===== src/rtl/fifo_ptr_pkg.sv =====
// -----------------------------------------------------------------------------
// fifo_ptr_pkg
// Shared helpers for the asynchronous FIFO pointer controllers (write side now,
// read side later).
//   PTR_W(addr_width) : pointer width, one extra wrap bit above the address.
//   gray2bin(gray)    : Gray -> binary via XOR prefix from the MSB. Operates on
//                       a fixed 32-bit container; callers zero-extend narrower
//                       pointers, which is safe because leading zeros do not
//                       disturb the prefix XOR.
// -----------------------------------------------------------------------------
package fifo_ptr_pkg;

  localparam int MAX_PTR_W = 32;

  typedef logic [MAX_PTR_W-1:0] ptr_max_t;

  function automatic int PTR_W(input int addr_width);
    return addr_width + 1;
  endfunction

  function automatic ptr_max_t gray2bin(input ptr_max_t gray);
    ptr_max_t bin;
    bin[MAX_PTR_W-1] = gray[MAX_PTR_W-1];
    for (int i = MAX_PTR_W - 2; i >= 0; i--) begin
      bin[i] = bin[i+1] ^ gray[i];
    end
    return bin;
  endfunction

endpackage


===== src/rtl/fifo_wptr_ctrl_bin2gray.sv =====
// -----------------------------------------------------------------------------
// Bin2Gray
// Purely combinational binary -> reflected Gray code converter.
//   bin  : binary input, DATA_WIDTH bits
//   gray : Gray output,  DATA_WIDTH bits
// -----------------------------------------------------------------------------
module Bin2Gray #(
  parameter int DATA_WIDTH = 5
) (
  input  logic [DATA_WIDTH-1:0] bin,
  output logic [DATA_WIDTH-1:0] gray
);

  assign gray = bin ^ (bin >> 1);

endmodule


===== src/rtl/fifo_wptr_ctrl.sv =====
// -----------------------------------------------------------------------------
// fifo_wptr_ctrl
// Write-side pointer controller for an asynchronous FIFO. Keeps the binary
// write pointer, publishes a registered Gray copy to the read domain, brings the
// read domain's Gray pointer across through a flop chain and derives registered
// full / almost-full / overflow flags.
//
// Ports
//   iClk         write-domain clock
//   iRst_n       asynchronous active-low reset
//   iWrEn        write request from the client
//   iRdPtrGray   read pointer (Gray), read clock domain, unsynchronised
//   oWrAddr      RAM write address (binary pointer LSBs)
//   oRamWe       RAM write strobe, iWrEn & ~oFull (combinational)
//   oWrPtrGray   registered Gray write pointer, to the read domain
//   oFull        registered full flag
//   oAlmostFull  registered, occupancy >= AFULL_THRESH
//   oOverflow    one-cycle pulse for a write attempted while full
//   oLevel       registered occupancy (only when WPTR_LEVEL_EN is defined)
//
// Build option: define WPTR_LEVEL_EN to expose oLevel.
// -----------------------------------------------------------------------------
module fifo_wptr_ctrl
  import fifo_ptr_pkg::*;
#(
  parameter int ADDR_WIDTH   = 4,
  parameter int SYNC_STAGES  = 2,
  parameter int AFULL_THRESH = 12
) (
  input  logic                  iClk,
  input  logic                  iRst_n,
  input  logic                  iWrEn,
  input  logic [ADDR_WIDTH:0]   iRdPtrGray,
  output logic [ADDR_WIDTH-1:0] oWrAddr,
  output logic                  oRamWe,
  output logic [ADDR_WIDTH:0]   oWrPtrGray,
  output logic                  oFull,
  output logic                  oAlmostFull,
  output logic                  oOverflow
`ifdef WPTR_LEVEL_EN
  ,
  output logic [ADDR_WIDTH:0]   oLevel
`endif
);

  localparam int PW = PTR_W(ADDR_WIDTH);

  // Gray pointers are "full" when the top two bits differ and the rest match.
  localparam logic [PW-1:0] FULL_MASK = PW'(3) << (PW - 2);
  localparam logic [PW-1:0] AFULL_LVL = PW'(AFULL_THRESH);

  logic [PW-1:0] bin_reg;
  logic [PW-1:0] bin_next;
  logic [PW-1:0] gray_next;
  logic [PW-1:0] sync_reg [SYNC_STAGES];
  logic [PW-1:0] rq_sync;
  logic [PW-1:0] rq_bin;
  logic [PW-1:0] occ_next;
  logic          accept;
  logic          full_next;
  logic          afull_next;

  assign accept   = iWrEn & ~oFull;
  assign bin_next = bin_reg + PW'(accept);

  Bin2Gray #(
    .DATA_WIDTH(PW)
  ) u_bin2gray (
    .bin  (bin_next),
    .gray (gray_next)
  );

  assign rq_sync = sync_reg[SYNC_STAGES-1];
  assign rq_bin  = PW'(gray2bin(ptr_max_t'(rq_sync)));

  // Both evaluated against the pointer *after* this edge's write, so the flags
  // rise on the same edge as the write that fills the FIFO. The read pointer
  // used is the stale synchronised one, which keeps full conservative.
  assign full_next  = (gray_next == (rq_sync ^ FULL_MASK));
  assign occ_next   = bin_next - rq_bin;
  assign afull_next = (occ_next >= AFULL_LVL);

  assign oRamWe  = accept;
  assign oWrAddr = bin_reg[ADDR_WIDTH-1:0];

  // Read-pointer synchroniser: only Gray values enter this chain.
  always_ff @(posedge iClk or negedge iRst_n) begin
    if (!iRst_n) begin
      for (int i = 0; i < SYNC_STAGES; i++) begin
        sync_reg[i] <= '0;
      end
    end else begin
      sync_reg[0] <= iRdPtrGray;
      for (int i = 1; i < SYNC_STAGES; i++) begin
        sync_reg[i] <= sync_reg[i-1];
      end
    end
  end

  always_ff @(posedge iClk or negedge iRst_n) begin
    if (!iRst_n) begin
      bin_reg     <= '0;
      oWrPtrGray  <= '0;
      oFull       <= 1'b0;
      oAlmostFull <= 1'b0;
      oOverflow   <= 1'b0;
    end else begin
      bin_reg     <= bin_next;
      oWrPtrGray  <= gray_next;
      oFull       <= full_next;
      oAlmostFull <= afull_next;
      oOverflow   <= iWrEn & oFull;
    end
  end

`ifdef WPTR_LEVEL_EN
  always_ff @(posedge iClk or negedge iRst_n) begin
    if (!iRst_n) begin
      oLevel <= '0;
    end else begin
      oLevel <= occ_next;
    end
  end
`endif

endmodule


===== config.mk =====
export PLATFORM = sky130hd
export DESIGN_NAME = fifo_wptr_ctrl
export DESIGN_NICKNAME = d
export VERILOG_FILES = /design/src/rtl/fifo_ptr_pkg.sv /design/src/rtl/fifo_wptr_ctrl_bin2gray.sv /design/src/rtl/fifo_wptr_ctrl.sv
export SDC_FILE = /design/constraint.sdc
export NUM_CORES = 1
export LEC_CHECK = 0
export ABC_AREA = 1
export CAP_MARGIN = 15
export CORE_UTILIZATION = 40
export DETAILED_ROUTE_END_ITERATION = 12
export PLACE_DENSITY = 0.62
export SYNTH_ARGS = -nofsm -noshare
export SYNTH_HDL_FRONTEND = slang
export SYNTH_HIERARCHICAL = 1
export SYNTH_SLANG_ARGS = --single-unit
export TNS_END_PERCENT = 10

===== constraint.sdc =====
create_clock -name iClk -period 5.3 [get_ports iClk]
set_clock_uncertainty 0.15 [all_clocks]
set_input_delay 1.59 -clock iClk [delete_from_list [all_inputs] [get_ports iClk]]
set_output_delay 1.59 -clock iClk [all_outputs]
set_load 0.005 [all_outputs]

### After elaboration in Yosys (flattened, before gate mapping)

Index checks and enable logic that the tools add are counted.
W data, S select, Z words.

* bits in registers: 23
* input bits: 8
* output and inout port bits: 13

* add/sub/neg operators: 2
* magnitude comparators: 1
* equal/unequal tests: 1
* bitwise logic cells: 9

Operators with widths (count)
* $add A5 B1 Y5: 1
* $eq A5 B5 Y1: 1
* $ge A5 B4 Y1 const B: 1
* $sub A5 B5 Y5: 1
* $xor A5 B4 Y5: 1
* $xor A1 B1 Y1: 4
* $and A1 B1 Y1: 2
* $not A2 Y2: 1
* $not A1 Y1: 1

### Logic depth before layout (Yosys ltp)

Gate-level depths: netlist of run 1.

* depth in word-level cells: 6
* mapped depth: 17

### Modules after synthesis

The synthesis of run 1 kept the hierarchy.

Modules (own cells, without submodules)
* fifo_wptr_ctrl: instances 1, cells an instance 94, area each 1001.0 um^2, seq. area each 575.6 um^2
* Bin2Gray: instances 1, cells an instance 18, area each 71.3 um^2, seq. area each 0.0 um^2

### Worst setup path after synthesis of run 1

Ideal clock, no wire load.

* path kind: input-to-output
* from: input iWrEn
* to: output oRamWe
* data arrival time: 1741 ps
* path slack: 1819 ps
* stages: 2
* path buffers: 0
* cells stage by stage: inv_1 > nor2_1

* longest elaborated chain between the ends: 1

Ends and longest elaborated chain
* start: declaration: RTL line fifo_wptr_ctrl.sv:32 `input logic iWrEn,`
* $and A1 B1 Y1: RTL line fifo_wptr_ctrl.sv:63 `assign accept = iWrEn & ~oFull;`
* end: declaration: RTL line fifo_wptr_ctrl.sv:35 `output logic oRamWe,`

No other way between the ends.

### Final worst setup path of run 1

Same ends and word-level chain as after synthesis.

==> results_dict.tcl, run 1 <==
set metrics [dict create \
    synthesis.nets 127 \
    r2r-end "oAlmostFull" \
    clkTransAtPathRegs_ns 0.12 \
    cp.required_ns 3.56 \
    worstSetupPathDepth 4 \
    fmax_mhz 224 \
    syn-instance-count 112 \
    synthDistinctLibCells 20 \
    final_core_util_pct 52.7 \
    grt_setup_unrepaired "false" \
    cts_buffers 3 \
    timing.setup.tns_ns 0 \
    crit_type "input port to output port" \
    final_antenna_net_count 0 \
    cap_violations 0 \
    ys_seq_elements 23 \
    start_util_pct 42.9 \
    cp_num_buf_inv 3 \
    areaGrowthSynthToFinish_pct 22.9 \
    tightest_slew_ns 0.485 \
    grtUsageTotal_pct 14.5 \
    vias 767 \
    regArea_um2 576 \
    r2r_cells 9 \
    cts_tree "yes" \
    ys_warn_count 6 \
    cp-start-kind "input port" \
    htreeDepth 1 \
    drtPass1Iterations 4 \
    slew_violations 0 \
    clock_sinks 23 \
    nets 148 \
    whs_ns 0.212 \
    period_minus_slack_ns 4.47 \
    die_h_um 53.8 \
    peakVddDrop_mv 0.358 \
    cts_resized 0 \
    endpoint "oRamWe" \
    hold_depth 0 \
    critical_path_arrival_ns 2.73 \
    regToRegStartpoint "oFull" \
    routed_wl_um 1650 \
    dieArea_um2 2890 \
    reg2reg_slack_ns 2.82 \
    crit_fanout 2 \
    port_buffers 20 \
    relSlewSlack_pct 67.5 \
    grt_start_max_net_pins 24 \
    die_width_um 53.8 \
    crit_chain "clkdlybuf4s50_1, inv_1, nor2_1, clkdlybuf4s50_1" \
    rows 18 \
    power.density_nw_per_um2 561 \
    status "finished clean" \
    cp_common_cell "clkdlybuf4s50_1" \
    grt_pass1_vias 680 \
    crit_family "buffers and inverters" \
    period_share_pct 84.3 \
    fillCellCount 220 \
    core_area_um2 2500 \
    slowest_stage "clkdlybuf4s50_1" \
    hold_viol 0 \
    setup_viol 0 \
    end_kind "output port" \
    max_stage_delay_ns 0.51 \
    cts_hold_buf 0 \
    avgSynthCellArea_um2 9.57 \
    ios 21 \
    antenna_found_initial 0 \
    cellLeakagePower_uw 0.000667 \
    dp_hpwl_um 1310 \
    grt_overflow 0 \
    gp_congestion 0.727 \
    clock_path_buffers 2 \
    grt_pass1_wl_um 2830 \
    seq_area_frac_synth_pct 53.7 \
    first_iter_violations 10 \
    cts-root-buf "clkbuf_4" \
    routedWlPerCell_um 10.2 \
    synth_area_um2 1070 \
    multiInputGateArea_um2 399 \
    n_antenna_cell 0 \
    drt-vias-per-instance 4.73 \
    hp-class "flop to flop" \
    drive_gt1_share_pct 9.85 \
    drcViolationCount 0 \
    cts_setup_buffers 0 \
    worstSkewPairLatency_ns 0.31 \
    crit_path_start "iWrEn" \
]
stage by stage:
stage                     worst slack [ns]  std cells  area [µm²]  power, µW
after floorplan                       1.82        112        1070        534
after global placement               0.831        157        1270        648
after detailed placement             0.823        157        1270        664
after CTS                            0.823        161        1300        747
after global routing                 0.747        162        1320        815
final                                0.833        162        1320        739
report_power, final:
part           switching [µW]  internal [µW]  leakage, µW
clock                    51.0           28.9    0.0000139
sequential               25.8            228     0.000275
combinational             213            192     0.000378
worst register-to-register path: cells and delay by family, from the launching register on:
family | cells | cell delay [ns]
simple gates | 4 | 0.40
compound gates | 1 | 0.20
xor+xnor | 1 | 0.43
fa+ha+maj | 3 | 0.76
flops | 1 | 0.42
synth_stat cells:
cell type,instances,share of area [%]
xnor2_1,1,0.82
nor3_1,1,0.47
ha_1,6,7.0
fa_1,1,1.9
buf_4,5,3.5
or2_2,1,0.58
inv_2,1,0.35
a21oi_1,2,0.93
nand3b_1,1,0.70
o211ai_1,1,0.70
o22ai_1,1,0.58
nand2_2,6,3.5
nor2_1,1,0.35
nand3_1,12,5.6
dfrtp_1,23,54
inv_1,15,5.3
nand2_1,28,9.8
a21o_1,1,0.70
xor2_1,3,2.5
nand4_1,2,1.2
how the worst min path moves through the flow:
| stage | endpoint | from |
|---|---|---|
| floorplan | rq_sync[0] | sync_reg[5] |
| global placement | rq_sync[0] | sync_reg[5] |
| detailed placement | rq_sync[2] | sync_reg[7] |
| CTS | rq_sync[2] | sync_reg[7] |
| global route | rq_sync[2] | sync_reg[7] |
| finish | rq_sync[0] | sync_reg[5] |
metal layers:
| layer | GRT usage (%) | part of all wire [%] | vias up |
|---|---|---|---|
| met1 | 14.7 | 43 | 356 |
| met4 | 5.26 | 0.67 | 0 |
| li1 | - | - | 385 |
| met2 | 26.3 | 50 | 24 |
| met3 | 5.93 | 5.8 | 2 |
| met5 | 0 | 0 | - |
kinds of logic after synthesis:
group / count (synthesis) / synth area share, %
AOI/OAI and AO/OA: 5 / 2.92
xor gates and xnor gates: 4 / 3.27
adders and majority gates: 7 / 8.87
buffers and inverters: 21 / 9.10
DFF: 23 / 53.7
and+or+nand+nor: 52 / 22.2
cells in the final DEF, fill, tap and decap left out, types with 2 or more instances in the layout:
cell type        count
a21oi_1              2
clkbuf_4             3
clkdlybuf4s50_1     20
dfrtp_1             23
ha_1                 6
inv_1               15
nand2_1             28
nand2_2              6
nand3_1             12
nand4_1              2
xor2_1               3
area by class of cell:
class                   instances  share of cell area, %
flip-flops and latches         23                   43.7
repair buffers                 21                   16.3
multi-input cells              68                   30.3
clock inverters                 1                  0.570
well taps                      30                   2.85
clock buffers                   3                   1.71
inverters                      16                   4.56
Note: power is estimated with default switching activity, not from simulation.
==> run 2: changes to the inputs <==
--- a/config.mk
+++ b/config.mk
@@ -9,7 +9,7 @@
 export CAP_MARGIN = 15
 export CORE_UTILIZATION = 40
 export DETAILED_ROUTE_END_ITERATION = 12
-export PLACE_DENSITY = 0.62
+export PLACE_DENSITY = 0.65
 export SYNTH_ARGS = -nofsm -noshare
 export SYNTH_HDL_FRONTEND = slang
 export SYNTH_HIERARCHICAL = 1
==> constraint.sdc (replaced) <==
create_clock -name iClk -period 3.85 [get_ports iClk]
set_clock_uncertainty 0.15 [all_clocks]
set_input_delay 1.155 -clock iClk [delete_from_list [all_inputs] [get_ports iClk]]
set_output_delay 1.155 -clock iClk [all_outputs]
set_load 0.005 [all_outputs]
==> results_dict.tcl, run 2 (synthesis results as in run 1) <==
set metrics [dict create \
    grt_start_max_net_pins 24 \
    layout_commonest_cell "nand2_1" \
    end_kind "output port" \
    worstSkewPairLatency_ns 0.31 \
    die_h_um 53.8 \
    dp_hpwl_um 1390 \
    fillCellCount 222 \
    grt_setup_unrepaired "false" \
    rows 18 \
    grtUsageTotal_pct 15.1 \
    drt-vias-per-instance 4.72 \
    multiInputGateArea_um2 399 \
    final_antenna_net_count 0 \
    antenna_found_initial 0 \
    cts-root-buf "clkbuf_4" \
    drtPass1Iterations 4 \
    cap_violations 0 \
    cts_buffers 3 \
    setup_viol 0 \
    ios 21 \
    routed_wl_um 1720 \
    regArea_um2 576 \
    slew_violations 0 \
    clkTransAtPathRegs_ns 0.12 \
    grt_pass1_vias 727 \
    cts_setup_buffers 0 \
    first_iter_violations 8 \
    dieArea_um2 2890 \
    whs_ns 0.214 \
    die_width_um 53.8 \
    power_uw 1020 \
    clock_sinks 23 \
    hold_viol 0 \
    critical_path_arrival_ns 2.31 \
    power.density_nw_per_um2 783 \
    port_buffers 20 \
    relSlewSlack_pct 37.1 \
    top_usage_layer "met2" \
    tightest_slew_ns 0.941 \
    timing.setup.tns_ns 0 \
    cp-start-kind "input port" \
    vias 760 \
    crit_fanout 2 \
    fmax_mhz 277 \
    crit_type "input port to output port" \
    grtUsageMet1_pct 15.5 \
    cts_tree "yes" \
    grtUsageMet3_pct 5.08 \
    grt_pass1_wl_um 2990 \
    routedWlPerCell_um 10.7 \
    gp_congestion 0.829 \
    final_core_util_pct 52.1 \
    core_area_um2 2500 \
    hp-class "flop to flop" \
    period_share_pct 93.9 \
    layout_common_cells "nand2_1 (28), dfrtp_1 (23), clkdlybuf4s50_1 (20), inv_1 (15), nand3_1 (12)" \
    nets 147 \
    cts_resized 0 \
    drive_gt1_share_pct 9.16 \
    peakVddDrop_mv 0.510 \
    areaGrowthSynthToFinish_pct 21.5 \
    clock_path_buffers 2 \
    start_util_pct 42.9 \
    cellLeakagePower_uw 0.000660 \
    status "finished clean" \
    drcViolationCount 0 \
    cts_hold_buf 0 \
    use_met2_pct 27.6 \
    period_minus_slack_ns 3.62 \
    cp.required_ns 2.54 \
    grt_overflow 0 \
    n_antenna_cell 0 \
    htreeDepth 1 \
]
[run 2: path summary, 6_finish.rpt]
check | to | slack [ns] | from | cells after the start
setup / recovery | oRamWe | 0.23 | iWrEn | 4
hold / removal | rq_sync[3] | 0.21 | sync_reg[8] | 0
setup reg to reg | oAlmostFull | 1.45 | oFull | 10
hold reg to reg | rq_sync[3] | 0.21 | sync_reg[8] | 0
max in group asynchronous | rq_sync[1] | 1.78 | iRst_n | 1
min in group asynchronous | oOverflow | 1.20 | iRst_n | 1
[run 2: cell type report]
cell class                 instances  share of cell area, %
inverter                          16                   4.61
multi-input combinational         68                   30.6
clock buffer                       3                   1.73
sequential                        23                   44.2
timing repair buffer              20                   15.4
tap                               30                   2.88
clock inverter                     1                  0.576
[run 2: metal layers]
layer / part of all wire, % / wire length (µm)
met2: 53 / 903
met4: 1.6 / 27
met1: 40 / 692
met5: 0 / 0
met3: 5.5 / 94
[run 2: worst max-delay path, cell delays in order]
cell,delay [ns]
clkdlybuf4s50_1,0.48
inv_1,0.04
nor2_1,0.12
clkdlybuf4s50_1,0.51
[run 2: where the power goes]
part           leakage [µW]  internal, µW  switching (µW)
clock             0.0000139          39.6            72.1
combinational      0.000371           262             295
sequential         0.000275           314            37.2
total              0.000660           616             404
[run 2: per-stage QoR]
step                cell area, µm²  instances  setup WS (ns)
global placement              1270        157          0.239
global route                  1300        161          0.115
detailed placement            1270        157          0.208
CTS                           1300        161          0.222
floorplan                     1070        112          0.888
finish                        1300        161          0.234
==> run 3: changes to the inputs <==
--- a/config.mk
+++ b/config.mk
@@ -8,6 +8,7 @@
 export ABC_AREA = 1
 export CAP_MARGIN = 15
 export CORE_UTILIZATION = 40
+export CTS_BUF_LIST = sky130_fd_sc_hd__clkbuf_16
 export DETAILED_ROUTE_END_ITERATION = 12
 export PLACE_DENSITY = 0.65
 export SYNTH_ARGS = -nofsm -noshare
==> results_dict.tcl, run 3 (synthesis results as in run 1) <==
set metrics [dict create \
    status "finished clean" \
    critical_path_arrival_ns 2.31 \
    setup_viol 0 \
    drive_gt1_share_pct 9.16 \
    ios 21 \
    cts_tree "yes" \
    layout_common_cells "nand2_1 (28), dfrtp_1 (23), clkdlybuf4s50_1 (20), inv_1 (15), nand3_1 (12)" \
    grt_pass1_vias 721 \
    whs_endpoint "rq_sync[3]" \
    r2r_cells 10 \
    place_inst 157 \
    vias 779 \
    htreeDepth 1 \
    reg2reg_slack_ns 1.46 \
    cp_num_buf_inv 3 \
    max_stage_delay_ns 0.52 \
    power.density_nw_per_um2 839 \
    start_util_pct 42.9 \
    final_cells 161 \
    cp.required_ns 2.54 \
    grt_setup_unrepaired "false" \
    cts_buffers 3 \
    final_antenna_net_count 0 \
    gp_congestion 0.829 \
    cts-root-buf "clkbuf_16" \
    tightest_slew_ns 0.941 \
    period_share_pct 93.9 \
    areaGrowthSynthToFinish_pct 26.4 \
    drcViolationCount 0 \
    period_minus_slack_ns 3.62 \
    crit_family "buffers and inverters" \
    cap_violations 0 \
    cp-start-kind "input port" \
    grt_overflow 0 \
    timing.setup.tns_ns 0 \
    clock_path_buffers 2 \
    drtPass1Iterations 4 \
    worstSkewPairLatency_ns 0.26 \
    antenna_found_initial 0 \
    hold_viol 0 \
    crit_type "input port to output port" \
    cellLeakagePower_uw 0.000683 \
    rows 18 \
    cts_resized 0 \
    cts_setup_buffers 0 \
    die_h_um 53.8 \
    port_buffers 20 \
    hold_start "sync_reg[8]" \
    core_area_um2 2500 \
    place_area_um2 1270 \
    routed_wl_um 1750 \
    die_width_um 53.8 \
    n_antenna_cell 0 \
    nets 147 \
    peakVddDrop_mv 0.504 \
    dieArea_um2 2890 \
    clock_sinks 23 \
    slowest_stage "clkdlybuf4s50_1" \
    fmax_mhz 276 \
    routedWlPerCell_um 10.8 \
    crit_fanout 2 \
    cts_hold_buf 0 \
    first_iter_violations 17 \
    dp_hpwl_um 1390 \
    crit_chain "clkdlybuf4s50_1, inv_1, nor2_1, clkdlybuf4s50_1" \
    relSlewSlack_pct 37.1 \
    grt_pass1_wl_um 3020 \
    end_kind "output port" \
    drt-vias-per-instance 4.84 \
    stdcell_area_um2 1360 \
    slew_violations 0 \
    clkTransAtPathRegs_ns 0.06 \
    hold_depth 0 \
    grt_start_max_net_pins 24 \
    cp_common_cell "clkdlybuf4s50_1" \
    hp-class "flop to flop" \
    grtUsageTotal_pct 15.3 \
    regToRegStartpoint "oFull" \
    layout_commonest_cell "nand2_1" \
    r2r-end "oAlmostFull" \
]
run 3: cell counts in the layout (fill, tap and decap cells not counted):
Identical to the previous run, type by type.
run 3: stage by stage:
step	worst slack, ns	hold WS, ns	utilization (%)	total power (µW)
CTS	0.222	0.202	54.2	1150
finish	0.233	0.198	54.2	1140
floorplan	0.888	0.181	-	735
detailed placement	0.208	0.188	50.9	915
global placement	0.239	0.184	50.9	895
global route	0.115	0.206	54.2	1240
run 3: where the power goes:
group | internal (µW) | leakage [µW] | switching (µW)
Combinational | 263 | 0.000371 | 295
Sequential | 315 | 0.000275 | 36.9
Clock | 141 | 0.0000371 | 85.9
run 3: cell type report:
type	instances	area (µm²)
inverters	16	60.1
multi-input cells	68	399
fillers	216	1140
clock inverters	1	7.51
clock buffers	3	75.1
flip-flops and latches	23	576
well taps	30	37.5
repair buffers	20	200
run 3: per-layer routing:
layer,vias up,track usage (%),share of wire (%)
li1,386,-,-
met1,357,16.4,40
met2,30,26.3,50
met3,6,5.08,6.8
met4,0,7.89,3.0
met5,-,0,0
run 3: worst max-delay path by stage:
stage                from          end  slack (ns)  cells after the start
floorplan           iWrEn  oAlmostFull        0.89                     10
finish              iWrEn       oRamWe        0.23                      4
CTS                 iWrEn       oRamWe        0.22                      4
global placement    iWrEn       oRamWe        0.24                      4
global route        iWrEn       oRamWe        0.11                      4
detailed placement  iWrEn  oAlmostFull        0.21                     12
